<file path="src/rtl/clkdiv_pkg.sv">
// Shared types and constants for the programmable clock divider.
package clkdiv_pkg;

  localparam int CNT_W_DEF = 16;
  localparam int MIN_DIV   = 2;

  typedef enum logic [1:0] {
    IDLE  = 2'd0,
    RUN_A = 2'd1,
    RUN_B = 2'd2
  } cd_state_e;

endpackage

</file>
<file path="src/rtl/clock_divider_prog.sv">
// Runtime-programmable clock divider with CPOL, edge strobes and shadowed divisor.
// Optional burst mode is enabled by defining CLKDIV_BURST_EN.
module clock_divider_prog
  import clkdiv_pkg::*;
#(
  parameter int CNT_W       = CNT_W_DEF,
  parameter int DEFAULT_DIV = 100
) (
  input  logic             i_CLK,
  input  logic             i_RST,
  input  logic             i_EN,
  input  logic             i_CPOL,
  input  logic [CNT_W-1:0] i_DIV,
  input  logic             i_DIV_LD,
  output logic             o_CLK_DIV,
  output logic             o_RISE,
  output logic             o_FALL,
  output logic             o_DIV_ACK,
`ifdef CLKDIV_BURST_EN
  input  logic [7:0]       i_BURST_LEN,
  input  logic             i_BURST_GO,
  output logic             o_DONE,
`endif
  output logic             o_BUSY
);

  localparam logic [CNT_W-1:0] ONE = CNT_W'(1);

  cd_state_e        state_q, state_d;
  logic [CNT_W-1:0] cnt_q, cnt_d;
  logic [CNT_W-1:0] div_q, div_d;
  logic [CNT_W-1:0] pend_q, pend_d;
  logic             pvld_q, pvld_d;
  logic             cpol_q, cpol_d;
  logic             clk_q, clk_d;
  logic             rise_q, fall_q, ack_q, ack_d;

  logic [CNT_W-1:0] half_a, half_b, div_clamp;
  logic             run_en, start_w, last_w, boundary, apply;

  assign half_a    = (div_q >> 1) + CNT_W'(div_q[0]);
  assign half_b    = div_q >> 1;
  assign div_clamp = (i_DIV < CNT_W'(MIN_DIV)) ? CNT_W'(MIN_DIV) : i_DIV;

`ifdef CLKDIV_BURST_EN
  logic       burst_q, burst_d;
  logic [7:0] bcnt_q, bcnt_d;
  logic       done_q, done_d;

  assign run_en  = i_EN | burst_q;
  assign start_w = i_EN | (i_BURST_GO & (i_BURST_LEN != 8'd0));
  assign last_w  = burst_q & (bcnt_q == 8'd1);

  always_comb begin
    burst_d = burst_q;
    bcnt_d  = bcnt_q;
    done_d  = 1'b0;
    if (state_q == IDLE && i_BURST_GO) begin
      if (i_BURST_LEN == 8'd0) begin
        done_d = 1'b1;
      end else begin
        burst_d = 1'b1;
        bcnt_d  = i_BURST_LEN;
      end
    end else if (boundary && burst_q) begin
      bcnt_d = bcnt_q - 8'd1;
      if (bcnt_q == 8'd1) begin
        burst_d = 1'b0;
        done_d  = 1'b1;
      end
    end
  end

  always_ff @(posedge i_CLK or posedge i_RST) begin
    if (i_RST) begin
      burst_q <= 1'b0;
      bcnt_q  <= '0;
      done_q  <= 1'b0;
    end else begin
      burst_q <= burst_d;
      bcnt_q  <= bcnt_d;
      done_q  <= done_d;
    end
  end

  assign o_DONE = done_q;
`else
  assign run_en  = i_EN;
  assign start_w = i_EN;
  assign last_w  = 1'b0;
`endif

  always_comb begin
    state_d  = state_q;
    cnt_d    = cnt_q;
    cpol_d   = cpol_q;
    clk_d    = clk_q;
    boundary = 1'b0;
    unique case (state_q)
      IDLE: begin
        cnt_d = '0;
        clk_d = i_CPOL;
        if (start_w) begin
          cpol_d  = i_CPOL;
          state_d = RUN_A;
        end
      end
      RUN_A: begin
        if (!run_en) begin
          state_d = IDLE;
          cnt_d   = '0;
          clk_d   = cpol_q;
        end else if (cnt_q == half_a - ONE) begin
          state_d = RUN_B;
          cnt_d   = '0;
          clk_d   = ~clk_q;
        end else begin
          cnt_d = cnt_q + ONE;
        end
      end
      RUN_B: begin
        if (!run_en) begin
          state_d = IDLE;
          cnt_d   = '0;
          clk_d   = cpol_q;
        end else if (cnt_q == half_b - ONE) begin
          boundary = 1'b1;
          state_d  = last_w ? IDLE : RUN_A;
          cnt_d    = '0;
          clk_d    = ~clk_q;
        end else begin
          cnt_d = cnt_q + ONE;
        end
      end
      default: begin
        state_d = IDLE;
        cnt_d   = '0;
      end
    endcase
  end

  // Shadow divisor: old pending value wins over a same-cycle reload
  assign apply = pvld_q & ((state_q == IDLE) | ~run_en | boundary);

  always_comb begin
    div_d  = div_q;
    pend_d = pend_q;
    pvld_d = pvld_q;
    ack_d  = 1'b0;
    if (apply) begin
      div_d  = pend_q;
      pvld_d = 1'b0;
      ack_d  = 1'b1;
    end
    if (i_DIV_LD) begin
      pend_d = div_clamp;
      pvld_d = 1'b1;
    end
  end

  always_ff @(posedge i_CLK or posedge i_RST) begin
    if (i_RST) begin
      state_q <= IDLE;
      cnt_q   <= '0;
      div_q   <= CNT_W'(DEFAULT_DIV);
      pend_q  <= '0;
      pvld_q  <= 1'b0;
      cpol_q  <= 1'b0;
      clk_q   <= 1'b0;
      rise_q  <= 1'b0;
      fall_q  <= 1'b0;
      ack_q   <= 1'b0;
    end else begin
      state_q <= state_d;
      cnt_q   <= cnt_d;
      div_q   <= div_d;
      pend_q  <= pend_d;
      pvld_q  <= pvld_d;
      cpol_q  <= cpol_d;
      clk_q   <= clk_d;
      rise_q  <= clk_d & ~clk_q;
      fall_q  <= ~clk_d & clk_q;
      ack_q   <= ack_d;
    end
  end

  assign o_CLK_DIV = clk_q;
  assign o_RISE    = rise_q;
  assign o_FALL    = fall_q;
  assign o_DIV_ACK = ack_q;
  assign o_BUSY    = (state_q != IDLE);

endmodule
</file>
<file path="config.mk">
export PLATFORM = sky130hd
export DESIGN_NAME = clock_divider_prog
export DESIGN_NICKNAME = d
export VERILOG_FILES = /design/src/rtl/clkdiv_pkg.sv /design/src/rtl/clock_divider_prog.sv
export SDC_FILE = /design/constraint.sdc
export NUM_CORES = 1
export LEC_CHECK = 0
export CORE_ASPECT_RATIO = 0.7
export CORE_MARGIN = 2
export CORE_UTILIZATION = 30
export DETAILED_ROUTE_END_ITERATION = 10
export DONT_BUFFER_PORTS = 1
export GPL_TIMING_DRIVEN = 0
export PLACE_DENSITY = 0.46
export SLEW_MARGIN = 20
export SYNTH_ARGS = -nofsm -noshare
export SYNTH_HDL_FRONTEND = slang
export SYNTH_SLANG_ARGS = --single-unit
</file>
<file path="constraint.sdc">
create_clock -name i_CLK -period 2.81 [get_ports i_CLK]
set_input_delay 0.281 -clock i_CLK [delete_from_list [all_inputs] [get_ports i_CLK]]
set_output_delay 0.281 -clock i_CLK [all_outputs]
set_load 0.02 [all_outputs]
</file>
**Yosys cells after proc, flatten, opt, wreduce, memory -nomap -nowiden**

Index checks and enable logic that the tools add are counted.

- Input bits: 21
- Register bits after elaboration: 56
- Output and inout bits: 5
- Logic and storage cells: 58

- Reductions and logical operators: 5
- Multiplexer cells: 23
- $add $sub $neg: 4
- Order comparisons: 1
- Eq/ne operators: 7
- Bitwise logic cells: 8

Operators with widths:

| operator | count |
|---|---|
| 16-bit 2-to-1 mux | 5 |
| 16-bit == test | 2 |
| 16-bit one-hot mux with 2 select lines | 1 |
| 15-bit by 1-bit adder with 16-bit output | 1 |
| 16-bit by 1-bit adder with 16-bit output, second input constant | 1 |
| 16-bit by 2-bit < comparator with 1-bit output, second input constant | 1 |
| 15-bit by 1-bit subtractor with 16-bit output, second input constant | 1 |
| 16-bit by 1-bit subtractor with 16-bit output, second input constant | 1 |
| 1-bit 2-to-1 mux | 10 |
| 2-bit 2-to-1 mux | 5 |
| 3-bit != test, second input constant | 2 |
| 2-bit one-hot mux with 3 select lines | 1 |
| 2-bit nonzero test | 2 |
| 1-bit AND | 3 |
| 1-bit inverter | 3 |
| 1-bit one-hot mux with 3 select lines | 1 |
| 3-bit AND reduction | 1 |
| 2-bit by 1-bit == test with 1-bit output, second input constant | 1 |
| 2-bit == test, second input constant | 1 |
| 2-bit zero test | 1 |
| 2-bit != test, second input constant | 1 |
| 1-bit OR | 2 |
| 2-bit AND reduction | 1 |

**Logic depth before layout (Yosys ltp)**

- Depth in word-level cells: 9
- Mapped depth: 12
- Gate-level depth less buffers: 11

**Least setup slack after synthesis**

OpenSTA, ideal clock, no wires.

- Path kind: register to register
- Start: reg div_q[2]
- End: reg div_q[10]
- Data arrival time: 2.709 ns
- Library setup time: 0.125 ns
- Cell stages (with the launch flop): 12
- Setup slack: -0.024 ns
- Cell sequence: dfstp_2 -> inv_1 -> ha_1 -> xnor2_1 -> a2111oi_2 -> nand4_1 -> a2111oi_4 -> a211oi_1 -> nand2b_1 -> buf_4 -> buf_6 -> mux2_4

- Longest elaborated chain between the ends: 7

RTL lines:

| item | line | text |
|---|---|---|
| start, declared | clock_divider_prog.sv:31 | `logic [CNT_W-1:0] div_q, div_d;` |
| start signal, assigned | clock_divider_prog.sv:165 | `div_q <= CNT_W'(DEFAULT_DIV);` |
| start signal, assigned | clock_divider_prog.sv:176 | `div_q <= div_d;` |
| 15-bit by 1-bit subtractor with 16-bit output | clock_divider_prog.sv:126 | `end else if (cnt_q == half_b - ONE) begin` |
| 16-bit == test | clock_divider_prog.sv:126 |  |
| 1-bit 2-to-1 mux | clock_divider_prog.sv:126 |  |
| 1-bit 2-to-1 mux | clock_divider_prog.sv:122 | `if (!run_en) begin` |
| 1-bit 2-to-1 mux | clock_divider_prog.sv:99 | `unique case (state_q)` |
| 1-bit OR | clock_divider_prog.sv:143 | `assign apply = pvld_q & ((state_q == IDLE) \| ~run_en \| boundary);` |
| 1-bit AND | clock_divider_prog.sv:143 |  |

No other way between the ends.
A chain may end at the register's enable or synchronous reset.

**Final worst setup path**

- Start: reg div_q[14]
- End: reg div_q[15]

Same word-level chain as after synthesis.

==> flow_metrics.tcl <==
set metrics [dict create \
    status "complete, but fails checks" \
    violations "setup timing" \
    setup.worst_path.class "reg -> reg" \
    critPathMaxFanout 6 \
    avgRoutedWirePerCell_um 16.37 \
    holdWs_ns 0.1026 \
    synth.distinct_cells 60 \
    grtUsageTotal_pct 14.39 \
    nets 390 \
    drive_gt1_share_pct 35.64 \
    fmax_mhz 345.3 \
    tightestPinTransition_ns 0.7052 \
    worstPathArrival_ns 3.09 \
    rsz0062_at_grt "yes" \
    avgSynthCellArea_um2 10.51 \
    clk_pin_slew_worst_paths_ns 0.08 \
    final_area_um2 4318 \
    p_leak_nw 1.723 \
    crit_path_start_kind "flip-flop" \
    clk_path_buf_depth 2 \
    slowest_delay_ns 0.49 \
    placed_cells 478 \
    num_antenna_cells 0 \
    dp_hpwl_mm 5.893 \
    cp_num_buf_inv 2 \
    hold_viol 0 \
    place_area_um2 3615 \
    setup_viol 16 \
    layout_setup_ws_ns -0.08600 \
    drv_cap 0 \
    synthesis.area_um2 3416 \
    gp_congestion 0.7941 \
    via_per_inst 4.897 \
    core_um2 11050 \
    area_growth_pct 26.41 \
    p_per_area_nw_per_um2 913.1 \
    routed_wl_mm 8.431 \
    worstPathCellList "xnor2_2, or3b_2, mux2i_1, o22ai_2, a2111oi_4, a211oi_2, nand2b_4, buf_6, buf_16, mux2_4" \
    num_rows 32 \
    cts_tree "yes" \
    fillers 1114 \
    async_reset_ff_share_pct 100.0 \
    ant_nets 0 \
    seq_area_frac_synth_pct 41.14 \
    fin_total_pwr_w 0.003943 \
    io_buffers 0 \
    ys_ff_latch 56 \
    synthCells 325 \
    synth_nets 354 \
    io_pins 26 \
    timing.final.crit_share_pct 103.1 \
    critical_path_required_ns 3.00 \
    worstSkewPairLatency_ns 0.30 \
    htree_num_levels 2 \
    slowest_stage "dfrtp_1" \
    drc 0 \
    antenna_found_initial 0 \
    grt_pass1_wl_mm 13.92 \
    ir_drop_uv 410.9 \
    dr.first_iter.drc_count 187 \
    relSlewSlack_pct 52.98 \
    place_ws_ns -0.4909 \
    root_buffer "clkbuf_16" \
    yosysWarnings 0 \
    worst_hold_path_type "in -> reg" \
    grt_pass1_vias 2535 \
    die_h_um 93.28 \
    fin_cells 515 \
    initial_core_util_pct 30.91 \
    grt_max_degree 57 \
    synth_flop_cell "dfrtp_1" \
    end_kind "flip-flop" \
    synth_edf_count 0 \
    numCtsBuffers 5 \
    cpLargestDelayFamily "compound AO/OA/AOI/OAI gates" \
    vias 2522 \
    die_area_um2 12270 \
    clock_skew_ns 0.008581 \
    firstDrtPassIters 4 \
    grt_overflow 0 \
    drv_slew 0 \
    clock_sinks 56 \
    period_needed_ns 2.896 \
    fp.dieW_um 131.5 \
]
[Yosys cell counts, drive strengths merged, types with 3 or more instances]
cell,n,area [um2]
or4,3,22.52
nor4b,4,35.03
o22ai,3,18.77
nand4,8,50.05
clkbuf,5,18.77
buf,8,56.29
xnor2,22,192.7
nor4,6,58.80
nor3,6,61.31
o21ai,10,50.04
nor3b,4,35.03
mux2i,6,60.06
nor2b,5,31.28
a211oi,4,30.03
dfrtp,53,1326
xor2,18,157.7
dfstp,3,78.83
nand3,15,75.07
a21oi,3,15.01
mux2,30,367.9
nand2,17,63.81
ha,8,100.1
inv,15,56.30
nand2b,4,25.02
a21o,4,30.03
nor2,26,97.59
a2111oi,3,51.30
and3,5,31.28
[cells by family after synthesis]
group	count (synthesis)	share of synthesized area [%]
compound gates	42	9.377
xor+xnor	40	10.26
fa+ha+maj	8	2.931
buf+inv	28	3.846
flops	56	41.14
mux	36	12.53
simple gates	115	19.93
[cell type report]
class	count	area (um2)	area share [%]
Multi-Input combinational cell	241	2145	49.67
Clock inverter	3	21.27	0.4926
Buffer	12	98.84	2.289
Clock buffer	5	125.1	2.898
Sequential cell	56	1411	32.69
Inverter	15	58.81	1.362
Tap cell	153	191.4	4.434
Timing Repair Buffer	30	266.5	6.172
[report_power, final]
part           total (W)  switching, W  internal [W]
combinational    0.00199      0.000955       0.00104
clock           0.000644      0.000310      0.000333
sequential       0.00131      0.000300       0.00101
[worst paths after layout]
path                            from   endpoint  slack (ns)  depth (start not counted)
max reg2reg                div_q[14]  div_q[15]       -0.09                         10
max                        div_q[14]  div_q[15]       -0.09                         10
min in group asynchronous      i_RST     pvld_q        0.58                          2
min reg2reg                pend_q[3]   div_q[3]        0.49                          1
min                         i_DIV[1]  pend_q[1]        0.10                          1
max in group asynchronous      i_RST   div_q[9]        1.73                          2
[per-stage QoR]
stage / utilization [%] / setup TNS, ns
final: 39.07 / -1.003
after global routing: 39.07 / -6.210
after floorplan: - / 0
after detailed placement: 32.71 / -13.79
after global placement: 32.69 / -12.91
after CTS: 37.21 / -1.919
[per-layer routing]
layer	routed length [um]	part of all wire [%]	track usage (%)	vias to the layer above
met1	4498	53	22.16	1223
met5	0	0	0	-
met2	3449	41	19.81	53
met4	52	0.62	3.261	0
met3	431	5.1	3.686	5
li1	-	-	-	1241
[what timing repair did]
item / 4_1_cts / 5_1_grt
buffers inserted: 15 / 12
pin swaps: 16 / 7
setup endpoints to repair: 38 / 38
hold buffers: 1 / 0
gates cloned: 2 / 0
endpoints found under the hold margin: 3 / 0
resized for setup: 46 / 25
[placed cells by master, fill, tap and decap left out, types with 4 or more instances in the layout]
cell and count:
a21o_1 4, and3_1 5, buf_4 25, buf_6 9
clkbuf_1 4, clkbuf_16 5, dfrtp_1 48, dfrtp_2 5
ha_1 5, inv_1 11, mux2_2 15, mux2_4 13
mux2i_1 6, nand2_1 17, nand3_1 14, nand4_1 8
nor2_1 21, nor2_2 4, o21ai_0 9, xnor2_1 18
xor2_1 17
[registers in the layout (all words and copies together), names as in the netlist]
signal / flops
div_q: 16
state_q: 2
o_FALL: 1
o_CLK_DIV: 1
cnt_q: 16
pvld_q: 1
o_DIV_ACK: 1
o_RISE: 1
cpol_q: 1
pend_q: 16
Power figures use the tool's default switching activity.
==> patch 1: new RTL, same settings <==
`CNT_W_DEF`: 16 -> 20.
--- a/src/rtl/clkdiv_pkg.sv
+++ b/src/rtl/clkdiv_pkg.sv
@@ -2,5 +2,5 @@
 package clkdiv_pkg;
 
-  localparam int CNT_W_DEF = 16;
+  localparam int CNT_W_DEF = 20;
   localparam int MIN_DIV   = 2;
 
Interface: changed (resized i_DIV); port bits go from 26 to 30. The function was not compared with the original's and may differ.
==> patch 1 against the original RTL <==
  * The run still ends with setup timing left
  * Synthesized area rose by 22%
  * Non-clock buffer count rose by 5
  * Power rose by 10%
  * Sequential power rose by 18%
  * Setup slack lost 100 ps
  * Cell count increased by 23%
  * Design area grew 24%
  * Wire length increased by 28%
  * Critical path depth increased by 2
  * Count of clock-buffer cells in the layout rose by 5
  * Sequential cell count grew 12
  * Critical endpoint is now cnt_q[9]
==> patch 1: results (changes against the original RTL) <==
Placement
  • Number of cells after detailed placement: 593 (+24%)

Timing
  • Final setup vio count: 42 (+26)
  • Tightest Pin Transition: 625 ps (-80.1 ps)
  • Minimum setup slack in the final design: -189 ps (-103 ps)
  • Setup skew after layout: 11.1 ps (+2.51 ps)

Outcome
  • Outcome: finished, violations left
  • Violations in the final reports: setup timing

Routing
  • Via density per instance: 4.93 (+0.62%)

Worst setup path
  • End of the critical path: cnt_q[9]
  • Worst r2r dst: cnt_q[9]
  • Largest incremental delay on the critical path: 550 ps (+60 ps)
  • Worst R2R Start: div_q[4]
  • Worst Reg-to-Reg Cells: 12 (+2)
  • Data arrival, critical path: 3210 ps (+120 ps)
  • CP max-delay cell: sky130_fd_sc_hd__or4_4
  • Cell family contributing the most delay on the critical path: simple AND/OR/NAND/NOR gates

Global route
  • Pin count of the biggest net entering global routing: 45 (-21%)
  • Global-route wire length before repair: 17000 um (+22%)
  • Overall Global Routing Usage: 15.0% (+0.64 points)

Cells and area
  • Final cell count without fillers: 632 (+23%)
  • Largest regs: cnt_q: 20 flops, div_q: 20 flops, pend_q: 20 flops

Clock network
  • Clk slew on worst S/H paths: 60 ps (-20 ps)
  • Insertion delay to the later sink of the worst-skew pair: 340 ps (+40 ps)
  • Inserted Clock Buffers: 9 (+4)

Synth
  • Top cell types by occurrence after synthesis: 65 x sky130_fd_sc_hd__dfrtp_1, 36 x sky130_fd_sc_hd__nor2_1, 27 x sky130_fd_sc_hd__xor2_1, 24 x sky130_fd_sc_hd__xnor2_1, 20 x sky130_fd_sc_hd__mux2_2
  • Count of distinct cell types in the synthesized netlist: 63 (+5.0%)
  • Net count after synthesis: 435 (+23%)

Pwr
  • Maximum vdd drop: 0.415 mV (+0.89%)
patch 1: worst min path at each step:
stage,from,endpoint,slack (ps),cells after the start
global placement,i_DIV[1],pend_q[1],420,1
detailed placement,i_RST,pend_q[19],160,1
finish,i_DIV[0],pend_q[0],80,2
CTS,i_DIV[0],pend_q[0],70,2
global route,i_DIV[1],pend_q[1],70,1
floorplan,i_DIV[0],pend_q[0],420,2
patch 1: repair_timing:
item                       4_1_cts  5_1_grt
setup endpoints to repair       47       47
gates cloned                     2        0
hold buffers                     1        0
hold endpoints to repair        24        0
gates resized for setup         51       37
setup buffers                   20        9
pin swaps                       15       23
patch 1: power by group:
group / internal [uW] / switching (uW) / total, uW
Clock: 597 / 441 / 1040
Combinational: 895 / 873 / 1770
Sequential: 1180 / 362 / 1540
patch 1: logic make-up after synthesis:
kind of cell	count (synthesis)	synth area share, %
AOI/OAI and AO/OA	46	8.10
muxes	49	14.5
buffers and inverters	36	3.89
and+or+nand+nor	144	19.7
adders and majority gates	8	2.39
DFF	68	40.8
xor gates and xnor gates	51	10.7
patch 1: final cells by class:
cell class	count	area, um^2
repair buffers	32	303
clock buffers	10	229
fillers	1375	8420
inverters	13	53.8
well taps	190	238
multi-input cells	298	2670
clock inverters	6	41.3
plain buffers	15	126
flip-flops and latches	68	1710
patch 1: per-stage QoR:
| stage | setup WS [ps] | hold slack [ps] |
|---|---|---|
| after CTS | -153 | 66.6 |
| after global placement | -581 | 424 |
| after detailed placement | -535 | 155 |
| after global routing | -324 | 71.0 |
| final | -189 | 75.3 |
| after floorplan | 7.37 | 420 |
patch 1: routing by layer:
layer | global-route usage (%) | up-vias | share of wire (%)
li1 | - | 1518 | -
met1 | 22.9 | 1525 | 53
met2 | 20.5 | 66 | 41
met3 | 3.98 | 5 | 5.0
met4 | 4.52 | 0 | 0.90
met5 | 0 | - | 0
==> patch 2: new RTL, same settings <==
Without the edit above. The 3 states of `cd_state_e` get a one-hot encoding in 3 bits.
--- a/src/rtl/clkdiv_pkg.sv
+++ b/src/rtl/clkdiv_pkg.sv
@@ -5,8 +5,8 @@
   localparam int MIN_DIV   = 2;
 
-  typedef enum logic [1:0] {
-    IDLE  = 2'd0,
-    RUN_A = 2'd1,
-    RUN_B = 2'd2
+  typedef enum logic [2:0] {
+    IDLE  = 3'b001,
+    RUN_A = 3'b010,
+    RUN_B = 3'b100
   } cd_state_e;
 
Formal check against the unedited RTL: no difference found for any inputs over 10 cycles, from zero or initial values and one cycle with i_RST high; not proved beyond that.
==> patch 2 against the original RTL <==
  * The run still ends with setup timing left
  * Synthesized area increased by 1.5%
  * Sequential cell count is 1 higher
  * Design area grew 0.64%
  * First-iteration DRC count decreased by 13%
  * Clock skew is 0.61 ps higher
  * Wire length is 3.0% higher
  * Setup slack lost 150 ps
  * Critical path type unchanged
Power is not compared: it rests on default switching activity, and its combinational part moved more than twofold at a synthesized area within 25%.
==> patch 2: results (changes against the original RTL) <==
Worst setup path
  • CP max-delay cell: sky130_fd_sc_hd__or4b_4
  • Largest incremental delay on the critical path: 530 ps (+40 ps)

Cells and area
  • Number of non-clock buffers in the layout: 33 (-21%)
  • Largest regs: cnt_q: 16 flops, div_q: 16 flops, pend_q: 16 flops
  • Non-clk buf share: 6.16% (-2.3 points)
  • Total number of nets in the final design: 401 (+2.8%)
  • Share of layout cells above drive strength 1: 31.0% (-4.7 points)
  • Sequential standard cell area: 1430 um^2 (+1.5%)
  • Clk cell area share: 6.88% (+3.5 points)
  • Multi-input combinational cell count: 260 (+7.9%)
  • Total inserted antenna cells: 0 (unchanged)

Timing
  • Final setup vio count: 34 (+18)
  • Sum of negative setup slack: -4910 ps (-3910 ps)
  • Minimum setup slack in the final design: -234 ps (-148 ps)
  • Setup skew after layout: 9.19 ps (+0.613 ps)
  • Tightest Pin Transition: 629 ps (-75.9 ps)

Synth
  • Net count after synthesis: 373 (+5.4%)
  • Cell Area, Synth: 3470 um^2 (+1.5%)
  • Count of distinct cell types in the synthesized netlist: 65 (+8.3%)
  • Compound-cell area share of the yosys netlist: 12.0% (+2.6 points)
  • Top area cells in the synthesized netlist: sky130_fd_sc_hd__dfrtp_1 38%, sky130_fd_sc_hd__mux2_2 9.7%, sky130_fd_sc_hd__xnor2_1 4.8%, sky130_fd_sc_hd__xor2_1 4.5%, sky130_fd_sc_hd__nor2_1 3.7%
  • Top cell types by occurrence after synthesis: 53 x sky130_fd_sc_hd__dfrtp_1, 34 x sky130_fd_sc_hd__nor2_1, 30 x sky130_fd_sc_hd__mux2_2, 19 x sky130_fd_sc_hd__xnor2_1, 18 x sky130_fd_sc_hd__xor2_1
  • Average cell area after synthesis: 9.96 um^2 (-5.2%)

Placement
  • Number of cells after detailed placement: 502 (+5.0%)
  • Detailed-placement wirelength estimate: 6290 um (+6.7%)
  • Gpl congestion: 0.851 (+7.1%)
  • Area after DPL: 3710 um^2 (+2.6%)

Clock network
  • Inserted Clock Buffers: 9 (+4)
  • Clk slew on worst S/H paths: 60 ps (-20 ps)
  • Insertion delay to the later sink of the worst-skew pair: 330 ps (+30 ps)
  • Number of sinks driven by the clock tree: 57 (+1.8%)

Outcome
  • Outcome: finished, violations left
  • Violations in the final reports: setup timing

Routing
  • DR iter-0 viols: 162 (-13%)
  • Wire length per cell: 16.3 um (-0.70%)
  • Number of vias in the routed layout: 2719 (+7.8%)

Global route
  • Overall Global Routing Usage: 14.7% (+0.33 points)
  • Vias in the first global route: 2571 (+1.4%)
  • Pin count of the biggest net entering global routing: 35 (-39%)
[patch 2: cell count changes in the layout (fill, tap and decap cells not counted), sizes merged, moves of 5 or more]
cell    delta
clkbuf     +6
nor2       +9
a21oi      +7
buf        -9
o21a       +5
[patch 2: worst paths after layout]
path	from	end	slack, ps	cells after the start
min	i_DIV[1]	pend_q[1]	80	1
max	div_q[1]	cnt_q[10]	-230	12
min in group asynchronous	i_RST	pvld_q	400	2
max in group asynchronous	i_RST	div_q[2]	1850	3
min reg2reg	pend_q[10]	div_q[10]	500	1
max reg2reg	div_q[1]	cnt_q[10]	-230	12
[patch 2: power groups by stage]
stage	combinational (uW)	sequential [uW]	clock (uW)
3_3_place_gp	686	1060	0
2_1_floorplan	560	1020	0
3_5_place_dp	694	1060	0
4_1_cts	767	1070	1120
6_report	820	1070	1100
5_1_grt	898	1090	1170
[patch 2: per-layer routing]
layer	up-vias	share of wire [%]	global-route usage [%]
li1	1336	-	-
met1	1324	54	22.2
met2	49	40	19.9
met3	10	4.7	4.15
met4	0	1.4	4.48
met5	-	0	0
[patch 2: per-stage QoR]
step / setup slack (ps) / total power (uW)
CTS: -254 / 2960
floorplan: -190 / 1580
finish: -234 / 2990
detailed placement: -761 / 1750
global placement: -682 / 1740
global route: -357 / 3150
[patch 2: what timing repair did]
action / in CTS / in global routing
pin swaps: 20 / 1
buffers inserted: 10 / 6
hold buffers: 1 / 0
gates resized for setup: 33 / 13
hold endpoints to repair: 22 / 0
gates cloned: 2 / 0
setup endpoints to repair: 38 / 38
